==> config.mk <==
export PLATFORM = sky130hd
export DESIGN_NAME = approx_prod_accumulator
export DESIGN_NICKNAME = d
export VERILOG_FILES = /design/src/rtl/approx_pkg.sv /design/src/rtl/approx_prod_accumulator_sat_add.sv /design/src/rtl/approx_prod_accumulator.sv
export SDC_FILE = /design/constraint.sdc
export NUM_CORES = 1
export LEC_CHECK = 0
export BUFFER_PORTS_ARGS = -buffer_cell sky130_fd_sc_hd__buf_2
export CAP_MARGIN = 20
export CORE_ASPECT_RATIO = 1.1
export CORE_MARGIN = 1
export CORE_UTILIZATION = 51
export CTS_CLUSTER_SIZE = 28
export DETAILED_ROUTE_END_ITERATION = 7
export PLACE_DENSITY = 0.72
export SLEW_MARGIN = 10
export SYNTH_ARGS = -nofsm -noshare
export SYNTH_HDL_FRONTEND = slang
export SYNTH_SLANG_ARGS = --single-unit
==> constraint.sdc <==
create_clock -name clk -period 2.25 [get_ports clk]
set_input_delay 0 -clock clk [delete_from_list [all_inputs] [get_ports clk]]
set_output_delay 0 -clock clk [all_outputs]
set_load 0.05 [all_outputs]
==> src/rtl/approx_pkg.sv <==
// Shared types and constants for the approximate product accumulator.
package approx_pkg;

  // Width of one product from the 4x4 approximate multiplier array
  localparam int unsigned PROD_W = 8;

  // Width of the group beat counter and out_cnt (holds up to LEN=256)
  localparam int unsigned CNT_W = 9;

  typedef enum logic {
    ACCUM = 1'b0,
    HOLD  = 1'b1
  } acc_state_t;

endpackage

==> src/rtl/approx_prod_accumulator_sat_add.sv <==
// Saturating unsigned add of a PROD_W-bit product onto an ACC_W-bit accumulator.
module sat_add
  import approx_pkg::*;
#(
  parameter int unsigned ACC_W = 16
) (
  input  logic [ACC_W-1:0]  a,
  input  logic [PROD_W-1:0] b,
  output logic [ACC_W-1:0]  sum,
  output logic              ovf
);

  logic [ACC_W:0] full;

  // One guard bit catches the carry; on carry, clamp to all-ones
  always_comb begin
    full = {1'b0, a} + {{(ACC_W + 1 - PROD_W){1'b0}}, b};
    ovf  = full[ACC_W];
    sum  = full[ACC_W] ? '1 : full[ACC_W-1:0];
  end

endmodule

==> src/rtl/approx_prod_accumulator.sv <==
// Accumulates groups of approximate products into saturating sums and
// hands each finished sum downstream over a valid/ready interface.
module approx_prod_accumulator
  import approx_pkg::*;
#(
  parameter int unsigned ACC_W = 16,
  parameter int unsigned LEN   = 8
) (
  input  logic              clk,
  input  logic              rst_n,
  input  logic              in_valid,
  output logic              in_ready,
  input  logic [7:0]        in_prod,
  input  logic              in_last,
  output logic              out_valid,
  input  logic              out_ready,
  output logic [ACC_W-1:0]  out_sum,
  output logic              out_ovf,
  output logic [8:0]        out_cnt
);

  acc_state_t        state_q, state_d;
  logic [ACC_W-1:0]  acc;
  logic [CNT_W-1:0]  cnt;
  logic              ovf;

  logic [ACC_W-1:0]  add_sum;
  logic              add_ovf;
  logic              accept;
  logic              close;

  sat_add #(.ACC_W(ACC_W)) u_sat_add (
    .a   (acc),
    .b   (in_prod),
    .sum (add_sum),
    .ovf (add_ovf)
  );

  // Handshake and group-close decode; ready/valid come from state only
  always_comb begin
    in_ready  = (state_q == ACCUM);
    out_valid = (state_q == HOLD);
    accept    = in_valid & in_ready;
    close     = accept & (in_last | (cnt == CNT_W'(LEN - 1)));
  end

  // Next-state: close a group into HOLD, release it on out_ready
  always_comb begin
    state_d = state_q;
    case (state_q)
      ACCUM:   if (close) state_d = HOLD;
      HOLD:    if (out_ready) state_d = ACCUM;
      default: state_d = ACCUM;
    endcase
  end

  // State register
  always_ff @(posedge clk) begin
    if (!rst_n) state_q <= ACCUM;
    else        state_q <= state_d;
  end

  // Accumulator, counter, sticky overflow and registered result
  always_ff @(posedge clk) begin
    if (!rst_n) begin
      acc     <= '0;
      cnt     <= '0;
      ovf     <= 1'b0;
      out_sum <= '0;
      out_ovf <= 1'b0;
      out_cnt <= '0;
    end else if (state_q == ACCUM) begin
      if (accept) begin
        acc <= add_sum;
        cnt <= cnt + CNT_W'(1);
        ovf <= ovf | add_ovf;
        if (close) begin
          out_sum <= add_sum;
          out_ovf <= ovf | add_ovf;
          out_cnt <= cnt + CNT_W'(1);
        end
      end
    end else if (out_ready) begin
      acc <= '0;
      cnt <= '0;
      ovf <= 1'b0;
    end
  end

endmodule
## Yosys cells after proc, flatten, opt, wreduce, memory -nomap -nowiden

Index checks and enable logic that the tools add are counted.
Widths: inputs -> output; s select.

- Flip-flop bits (word level): 53
- Output and inout bits: 28

- Add/subtract/negate cells: 2
- Equality and inequality tests: 2
- Muxes and demuxes: 13
- Bitwise operators: 5
- Reduce and logical (&&, ||, !) cells: 3

Operators with widths:

| cell | count |
|---|---|
| $mux 16 | 4 |
| $mux 9 | 3 |
| $add 16x8->17 | 1 |
| $add 9x1->9 const B | 1 |
| $eq 9x3->1 const B | 1 |
| $mux 1 | 5 |
| $reduce_and 3->1 | 1 |
| $and 1x1->1 | 2 |
| $ne 2x2->1 const B | 1 |
| $or 1x1->1 | 2 |
| $pmux 1 s2 | 1 |
| $reduce_and 2->1 | 1 |
| $reduce_bool 2->1 | 1 |
| $not 1->1 | 1 |

## Logic depth before layout (Yosys ltp)

Gate-level depths: netlist of run 1.

- Depth in word-level cells: 5
- Depth in mapped cells: 8

## Modules after synthesis

From an unflattened synthesis of run 1, not the netlist that was laid out.

- Cell total of the unflattened synthesis: 329
- Area, all modules: 2801.4 um^2

Modules (own cells, without submodules):

| module | instances | cells each | area an instance (um^2) | seq. area each (um^2) |
|---|---|---|---|---|
| approx_prod_accumulator | 1 | 238 | 2122.0 | 1061.0 |
| sat_add | 1 | 91 | 679.4 | 0.0 |

## Worst setup path after synthesis of run 1

OpenSTA, ideal clock, no wires.

- Path type: reg2reg
- Start point: register acc[0]
- End point: register out_sum[12]
- Setup time: 92 ps
- Arrival: 2090 ps
- Setup slack: 68 ps
- Cell stages (with the launch flop): 9
- Path buffers: 1
- Path through: dfxtp_1 -> ha_1 -> fa_1 -> a211oi_1 -> nor3_2 -> or2_1 -> buf_6 -> and3_1 -> o32ai_1

- Cells in the longest elaborated chain, start to end: 2

Ends and longest elaborated chain:

| item | line | source |
|---|---|---|
| start: declaration | approx_prod_accumulator.sv:23 | `logic [ACC_W-1:0] acc;` |
| start signal: assignment | approx_prod_accumulator.sv:74 | `acc <= add_sum;` |
| $add 16x8->17 | approx_prod_accumulator_sat_add.sv:17 | `full = {1'b0, a} + {{(ACC_W + 1 - PROD_W){1'b0}}, b};` |
| $mux 16 | approx_prod_accumulator_sat_add.sv:19 | `sum = full[ACC_W] ? '1 : full[ACC_W-1:0];` |
| end signal: assignment | approx_prod_accumulator.sv:78 | `out_sum <= add_sum;` |
| end: declaration | approx_prod_accumulator.sv:17 | `output logic [ACC_W-1:0] out_sum,` |

Every way passes these cells.
A chain may end at the register's enable or synchronous reset.

## Worst setup path in the final report of run 1

- Start point: register acc[0]
- End point: register out_sum[14]

Same word-level chain as after synthesis.

==> impl_metrics.ini, run 1 <==
[clock_tree]
clk-insertion-delay-late_ns = 0.31
path_clk_slew_ns = 0.10
cts_root_buf = clkbuf_8
hold_buffers = 0
clockBufferDepth = 2
numCtsBuffers = 5
cts.sinks = 53
tritoncts = yes
cts_max_level = 2

[pwr]
power.total_mw = 2.19
powerDensity_nw_per_um2 = 699
irDropWorstVdd_uv = 365
leakage_nw = 1.26

[route]
drtIter0Drc = 227
first_pass_iters = 5
vias = 2572
vias_per_cell = 5.98
drc_errors = 0
ant_nets = 0
wl_mm = 6.36
wl_per_cell_microns = 14.8

[grt]
grt_overflow_total = 0
grt_pass1_vias = 2278
antenna_found_initial = 0
grt_first_pass_wirelength_mm = 10.7
grt_max_degree = 31
grt.total_usage = 0.239

[sta]
hold_slack_ns = 0.0189
finalSetupViolCount = 0
worst_pin_slew_ns = 0.537
fmax_mhz = 463
hold_viol_final = 0
rsz0062_at_grt = no
finClkSkew_ns = 0.0106
fin_crit_sh = 0.959
min_period_ns = 2.16
drv_slew = 0
maxSlewHeadroom = 0.642

[place]
dpl.cell_count = 422
hpwl_mm = 4.40
placed_cell_area_sq_um = 3000
globalplace.congestion = 0.907
port_buffers = 40

[setup_path]
crit_arrival_ns = 2.35
path_depth = 8
cp.required_ns = 2.44
rrSetupSlack_ns = 0.09
critPathKind = reg -> reg
path_buf_inv = 1
cp_cell_sequence = ha_1, fa_2, a211oi_1, buf_4, nor3_2, or2_4, a41oi_1, o32ai_1
worstSetupEndpointType = flop
rr_worst_depth = 8
crit_path_start_kind = flop
crit_end = out_sum[14]
critPathMaxStageDelay_ns = 0.37
critPathMaxFanout = 8
r2r_start = acc[0]
r2r_end = out_sum[14]
cp_slowest_cell = fa_2
startpoint = acc[0]
cp_top_family = compound AO/OA/AOI/OAI gates

[run]
maxCapViolCount = 0

[synthesis]
synth_edf_count = 0
synth_top_flop_cell = dfxtp_1
synth_common_cells = 53 x dfxtp_1, 36 x nor2_1, 30 x a21oi_1, 28 x nand2_1, 28 x o21ai_0
netlist_area_sq_um = 2730
yosysTopAreaCellShare = 0.389
async_flop_share = 0
synth.most_common_cell = dfxtp_1
synth.area.top_cells = dfxtp_1 39%, a21oi_1 5.5%, o21ai_0 5.1%, nor2_1 5.0%, ha_1 4.1%
yosysWarnings = 0
ys_seq_area_frac = 0.389
synth.distinct_cells = 57
synth_area_leader_cell = dfxtp_1
syn_inst = 331
synth-seq-cells = 53
syn_avg_cell_area_sq_um = 8.24
syn_nets = 354

[floorplan]
die_h_microns = 78.7
ios = 41
row_count = 27
fp.coreArea_sq_um = 5070
dieArea_sq_um = 5640
start_util = 0.538
die_w_microns = 71.7

[cells_and_area]
design_area_sq_um = 3130
syn2layout_area_growth_pct = 14.9
final_util = 0.618
fin_nets = 394
fillers = 462
insertedDiodeCount = 0
drive_gt1_frac = 0.194
instances_no_fill = 430

[status]
outcome = finished, final reports clean

[hold_path]
min_path_type = in -> reg
## what timing repair did
action	in CTS	in global routing
resized for setup	1	4
gates cloned	0	0
setup buffers	0	0
setup endpoints to repair	2	18
## report_power, final
group	internal (mW)	switching, mW	total (mW)
combinational	0.166	0.344	0.510
sequential	0.987	0.0302	1.02
clock	0.333	0.329	0.662
total	1.49	0.703	2.19
## worst reg2reg max path: cells and delay by family (launching register included)
family / cells / cell delay, ns
AO/OA/AOI/OAI: 3 / 0.63
adder cells (fa/ha/maj): 2 / 0.58
AND/OR/NAND/NOR: 2 / 0.36
flip-flops: 1 / 0.32
buffers and inverters: 1 / 0.15
## area by class of cell
cell class                 count  area (sq um)  area share
multi-input combinational    254          1570       0.500
sequential                    53          1060       0.339
timing repair buffer          54           305      0.0974
tap                           58          72.6      0.0232
clock buffer                   5          68.8      0.0220
clock inverter                 3          46.3      0.0148
inverter                       3          11.3     0.00359
## metrics by stage
step	setup TNS [ns]	worst slack, ns
6_report	0	0.0920
2_1_floorplan	0	0.0680
3_5_place_dp	-0.0264	-0.0152
5_1_grt	0	0.000350
4_1_cts	0	0.0303
3_3_place_gp	0	0.0183
## flip-flops by register name, summed over array words and instances, names as in the netlist
signal and flops:
out_ovf 1, out_sum 16, out_valid 1, ovf 1, cnt 9, out_cnt 9, acc 16
## routing by layer
layer	vias up	routed length, microns	GRT usage
met5	-	0	0
met2	86	2980	0.401
met1	1173	2960	0.317
met3	10	331	0.0436
met4	0	82	0.0529
li1	1303	-	-
## layout by cell type (no fill, tap or decap), types with 3 or more instances in the layout
cell type | netlist | final
dfxtp_1 | 53 | 53
buf_2 | 5 | 40
nor2_1 | 36 | 36
a21oi_1 | 30 | 30
nand2_1 | 28 | 28
o21ai_0 | 28 | 27
buf_4 | 2 | 14
a211oi_1 | 12 | 12
nor3_1 | 9 | 9
ha_1 | 9 | 9
nand3_1 | 8 | 8
xor2_1 | 7 | 7
a22oi_1 | 6 | 6
a31oi_1 | 6 | 6
and3_1 | 5 | 5
clkbuf_8 | 0 | 5
xnor2_1 | 4 | 4
nor4_1 | 4 | 4
or3_1 | 4 | 4
mux2i_1 | 4 | 4
nor2b_1 | 3 | 3
o211ai_1 | 3 | 3
o21ai_1 | 2 | 3
nor4b_1 | 3 | 3
nand4_1 | 3 | 3
o22ai_1 | 3 | 3
## cell families (layout without fill, tap and decap cells)
group | Yosys count | in the layout | share of synthesized area
xor gates and xnor gates | 11 | 11 | 0.0353
buffers and inverters | 24 | 65 | 0.0408
DFF | 53 | 53 | 0.389
adders and majority gates | 10 | 10 | 0.0486
and+or+nand+nor | 116 | 116 | 0.210
muxes | 4 | 4 | 0.0147
AOI/OAI and AO/OA | 113 | 113 | 0.262
## worst min path at each step
stage | slack [ns] | endpoint | depth (start not counted) | startpoint
detailed placement | 0.35 | out_valid | 3 | out_ready
global placement | 0.34 | out_valid | 3 | out_ready
CTS | 0.01 | out_valid | 3 | out_ready
finish | 0.02 | out_valid | 3 | out_ready
floorplan | 0.20 | out_valid | 2 | out_ready
global route | 0.03 | out_valid | 3 | out_ready
(Power assumes the default switching activity.)
==> inputs of run 2 (changes only) <==
--- a/config.mk
+++ b/config.mk
@@ -5,6 +5,7 @@
 export SDC_FILE = /design/constraint.sdc
 export NUM_CORES = 1
 export LEC_CHECK = 0
+export ABC_CLOCK_PERIOD_IN_PS = 2250
 export BUFFER_PORTS_ARGS = -buffer_cell sky130_fd_sc_hd__buf_2
 export CAP_MARGIN = 20
 export CORE_ASPECT_RATIO = 1.1
@@ -12,7 +13,9 @@
 export CORE_UTILIZATION = 51
 export CTS_CLUSTER_SIZE = 28
 export DETAILED_ROUTE_END_ITERATION = 7
+export HOLD_SLACK_MARGIN = 0.15
 export PLACE_DENSITY = 0.72
+export SKIP_LAST_GASP = 1
 export SLEW_MARGIN = 10
 export SYNTH_ARGS = -nofsm -noshare
 export SYNTH_HDL_FRONTEND = slang
==> impl_metrics.ini, run 2 (same netlist as run 1, synthesis figures left out) <==
[status]
outcome = finished, final reports clean

[place]
placed_cell_area_sq_um = 3000
dpl.cell_count = 422
hpwl_mm = 4.40
globalplace.congestion = 0.907
post-place-ws_ns = -0.0152
port_buffers = 40

[setup_path]
critPathMaxFanout = 8
startpoint = acc[0]
r2r_start = acc[0]
worstSetupEndpointType = flop
cp.required_ns = 2.44
crit_path_start_kind = flop
critPathKind = reg -> reg
crit_arrival_ns = 2.35

[sta]
drv_slew = 0
finalWorstSetupSlack_ns = 0.0947
fin_crit_sh = 0.958
rsz0062_at_grt = no
hold_slack_ns = 0.181
fmax_mhz = 464
finClkSkew_ns = 0.00964
min_period_ns = 2.16
worst_pin_slew_ns = 0.543
maxSlewHeadroom = 0.638
hold_viol_final = 0
finalSetupViolCount = 0

[grt]
grt_overflow_total = 0
antenna_found_initial = 0
grt_first_pass_wirelength_mm = 10.8
grt_max_degree = 31
grt_pass1_vias = 2281
grt.total_usage = 0.239

[cells_and_area]
fin_nets = 396
drive_gt1_frac = 0.193
fillers = 460
final_common_cell = dfxtp_1
design_area_sq_um = 3150
top_regs = acc (16), out_sum (16)
final_util = 0.622
layout_common_cells = 53 x dfxtp_1, 40 x buf_2, 36 x nor2_1
instances_no_fill = 432
syn2layout_area_growth_pct = 15.6
insertedDiodeCount = 0

[floorplan]
dieArea_sq_um = 5640
die_w_microns = 71.7
ios = 41
row_count = 27
die_h_microns = 78.7
start_util = 0.538
fp.coreArea_sq_um = 5070

[pwr]
powerDensity_nw_per_um2 = 697
leakage_nw = 1.27
irDropWorstVdd_uv = 376

[route]
first_pass_iters = 4
vias = 2542
ant_nets = 0
vias_per_cell = 5.88
drtIter0Drc = 263
wl_mm = 6.37
drc_errors = 0
wl_per_cell_microns = 14.8

[hold_path]
hold_path.startpoint = rst_n
min_path_type = in -> reg

[clock_tree]
cts_setup_buffers = 0
cts_max_level = 2
path_clk_slew_ns = 0.10
numCtsBuffers = 5
clockBufferDepth = 2
clk-insertion-delay-late_ns = 0.31
cts_root_buf = clkbuf_8
cts.sinks = 53
tritoncts = yes

[run]
maxCapViolCount = 0
-- run 2: cell types whose count changed in the layout (fill, tap and decap cells not counted), sizes merged --
cell,delta
dlygate4sd3,+2
-- run 2: final cells by class --
type,count,area (sq um),share of cell area
clock buffer,5,68.8,0.0218
clock inverter,3,46.3,0.0147
timing repair buffer,56,325,0.103
sequential,53,1060,0.337
multi-input combinational,254,1570,0.497
tap,58,72.6,0.0230
inverter,3,11.3,0.00357
-- run 2: repair_timing --
action,4_1_cts,5_1_grt
pin swaps,0,0
hold buffers,2,0
resized for setup,1,4
endpoints found under the hold margin,3,0
setup endpoints to repair,2,18
-- run 2: worst paths after layout --
| check | cells past startpoint | slack, ns | endpoint |
|---|---|---|---|
| setup / recovery | 8 | 0.09 | out_sum[14] |
| hold / removal | 3 | 0.18 | acc[8] |
| setup reg to reg | 8 | 0.09 | out_sum[14] |
| hold reg to reg | 2 | 0.46 | ovf |
-- run 2: metrics by stage --
step           TNS (ns)  power (mW)
4_1_cts               0        2.21
6_report              0        2.20
2_1_floorplan         0        1.42
3_5_place_dp    -0.0264        1.54
5_1_grt               0        2.31
3_3_place_gp          0        1.53
-- run 2: report_power, final --
group          total, mW  internal, mW  leakage (nW)  switching (mW)
combinational      0.515         0.170         0.780           0.346
sequential          1.02         0.987         0.432          0.0301
clock              0.666         0.334        0.0543           0.332
-- run 2: critical path, stage by stage, from the launching register on --
cell      delay (ns)
dfxtp_1         0.32
ha_1            0.21
fa_2            0.37
a211oi_1        0.24
buf_4           0.15
nor3_2          0.06
or2_4           0.30
a41oi_1         0.26
o32ai_1         0.12
-- run 2: layer usage --
layer	up-vias	wire [microns]	global-route usage
met5	-	0	0
met4	0	59	0.0529
met3	8	375	0.0436
met2	82	2990	0.401
met1	1148	2950	0.318
li1	1304	-	-
==> inputs of run 3 (changes only) <==
--- a/config.mk
+++ b/config.mk
@@ -8,14 +8,15 @@
 export ABC_CLOCK_PERIOD_IN_PS = 2250
 export BUFFER_PORTS_ARGS = -buffer_cell sky130_fd_sc_hd__buf_2
 export CAP_MARGIN = 20
+export CELL_PAD_IN_SITES_DETAIL_PLACEMENT = 1
+export CELL_PAD_IN_SITES_GLOBAL_PLACEMENT = 1
 export CORE_ASPECT_RATIO = 1.1
 export CORE_MARGIN = 1
-export CORE_UTILIZATION = 51
+export CORE_UTILIZATION = 38
 export CTS_CLUSTER_SIZE = 28
 export DETAILED_ROUTE_END_ITERATION = 7
 export HOLD_SLACK_MARGIN = 0.15
 export PLACE_DENSITY = 0.72
-export SKIP_LAST_GASP = 1
 export SLEW_MARGIN = 10
 export SYNTH_ARGS = -nofsm -noshare
 export SYNTH_HDL_FRONTEND = slang
==> impl_metrics.ini, run 3 (same netlist as run 1, synthesis figures left out) <==
[clock_tree]
path_clk_slew_ns = 0.10
tritoncts = yes
cts_max_level = 2
cts.sinks = 53
numCtsBuffers = 5
cts_root_buf = clkbuf_8
cts_setup_buffers = 0
clk-insertion-delay-late_ns = 0.31
clockBufferDepth = 2

[pwr]
leakage_nw = 1.27
powerDensity_nw_per_um2 = 654
irDropWorstVdd_uv = 396

[grt]
grt_max_degree = 31
grt_pass1_vias = 2574
grt_first_pass_wirelength_mm = 12.6
grt_overflow_total = 0
grt.total_usage = 0.213
antenna_found_initial = 0

[setup_path]
cp.required_ns = 2.47
critPathMaxFanout = 8
worstSetupEndpointType = flop
critPathKind = reg -> reg
rr_worst_depth = 7
r2r_end = out_sum[12]
r2r_start = acc[0]
crit_path_start_kind = flop
rrSetupSlack_ns = 0.16
crit_arrival_ns = 2.31
startpoint = acc[0]

[route]
wl_mm = 7.35
ant_nets = 0
drtIter0Drc = 124
drc_errors = 0
vias = 2588
vias_per_cell = 5.64
first_pass_iters = 4
wl_per_cell_microns = 16.0

[cells_and_area]
fillers = 874
design_area_sq_um = 3200
final_common_cell = dfxtp_1
insertedDiodeCount = 0
final_util = 0.459
fin_nets = 396
top_regs = acc (16), out_sum (16)
syn2layout_area_growth_pct = 17.4
layout_common_cells = 53 x dfxtp_1, 40 x buf_2, 36 x nor2_1
drive_gt1_frac = 0.203

[sta]
drv_slew = 0
rsz0062_at_grt = no
fmax_mhz = 478
finClkSkew_ns = 0.00419
worst_pin_slew_ns = 0.538
maxSlewHeadroom = 0.641
finalSetupViolCount = 0
finalWorstSetupSlack_ns = 0.158
tns_ns = 0
fin_crit_sh = 0.930
hold_slack_ns = 0.175
min_period_ns = 2.09
hold_viol_final = 0

[floorplan]
ios = 41
row_count = 32
fp.coreArea_sq_um = 6970
die_h_microns = 90.8
die_w_microns = 82.8
start_util = 0.391
dieArea_sq_um = 7520

[place]
port_buffers = 40
hpwl_mm = 5.26
post-place-ws_ns = -0.0376
placed_cell_area_sq_um = 3050
globalplace.congestion = 0.822

[status]
outcome = finished, final reports clean

[hold_path]
min_path_cells = 4
min_to = out_sum[13]
hold_path.startpoint = in_last
min_path_type = in -> reg

[run]
maxCapViolCount = 0
-- run 3: cell types whose count changed in the layout (fill, tap and decap cells not counted), sizes merged --
cell / change
bufinv: -1
clkbuf: +1
clkinvlp: -1
clkinv: +1
-- run 3: worst max-delay path by stage --
stage | endpoint | slack [ns] | depth (start not counted)
finish | out_sum[12] | 0.16 | 7
global route | acc[11] | 0.03 | 8
CTS | out_sum[12] | 0.02 | 7
detailed placement | out_sum[14] | -0.04 | 7
global placement | out_sum[14] | 0.008 | 7
floorplan | out_sum[12] | 0.07 | 8
-- run 3: cell type report --
class,count,area (sq um),share of cell area
clock buffers,6,72.6,0.0227
clock inverters,2,10.0,0.00313
inverters,3,11.3,0.00352
multi-input cells,254,1600,0.500
flip-flops and latches,53,1060,0.332
well taps,85,106,0.0332
repair buffers,56,338,0.106
-- run 3: routing by layer --
layer	routed length (microns)	global-route usage	up-vias	part of all wire
li1	-	-	1302	-
met1	3640	0.299	1242	0.49
met2	3470	0.336	39	0.47
met3	199	0.0374	5	0.027
met4	46	0.0431	0	0.0063
met5	0	0	-	0
-- run 3: metrics by stage --
step | power [mW] | std cells
global placement | 1.55 | 449
global route | 2.21 | 459
CTS | 2.09 | 459
finish | 2.09 | 459
floorplan | 1.42 | 331
detailed placement | 1.55 | 449
-- run 3: power breakdown --
part / total [mW] / switching, mW / internal, mW
Sequential: 1.02 / 0.0308 / 0.987
Clock: 0.534 / 0.317 / 0.217
Combinational: 0.542 / 0.366 / 0.176
Total: 2.09 / 0.714 / 1.38
-- run 3: timing repair --
action / 4_1_cts / 5_1_grt
resized for setup: 1 / 10
pin swaps: 0 / 1
hold buffers: 2 / 0
endpoints found under the setup margin: 8 / 22
hold endpoints to repair: 3 / 0
-- run 3: critical path, cell delays in order, from the launching register on --
cell and delay (ns):
dfxtp_1 0.32, ha_1 0.21, fa_2 0.37, a211oi_4 0.27, nor3_4 0.09, or2_4 0.31, and3_1 0.19, o32ai_1 0.24
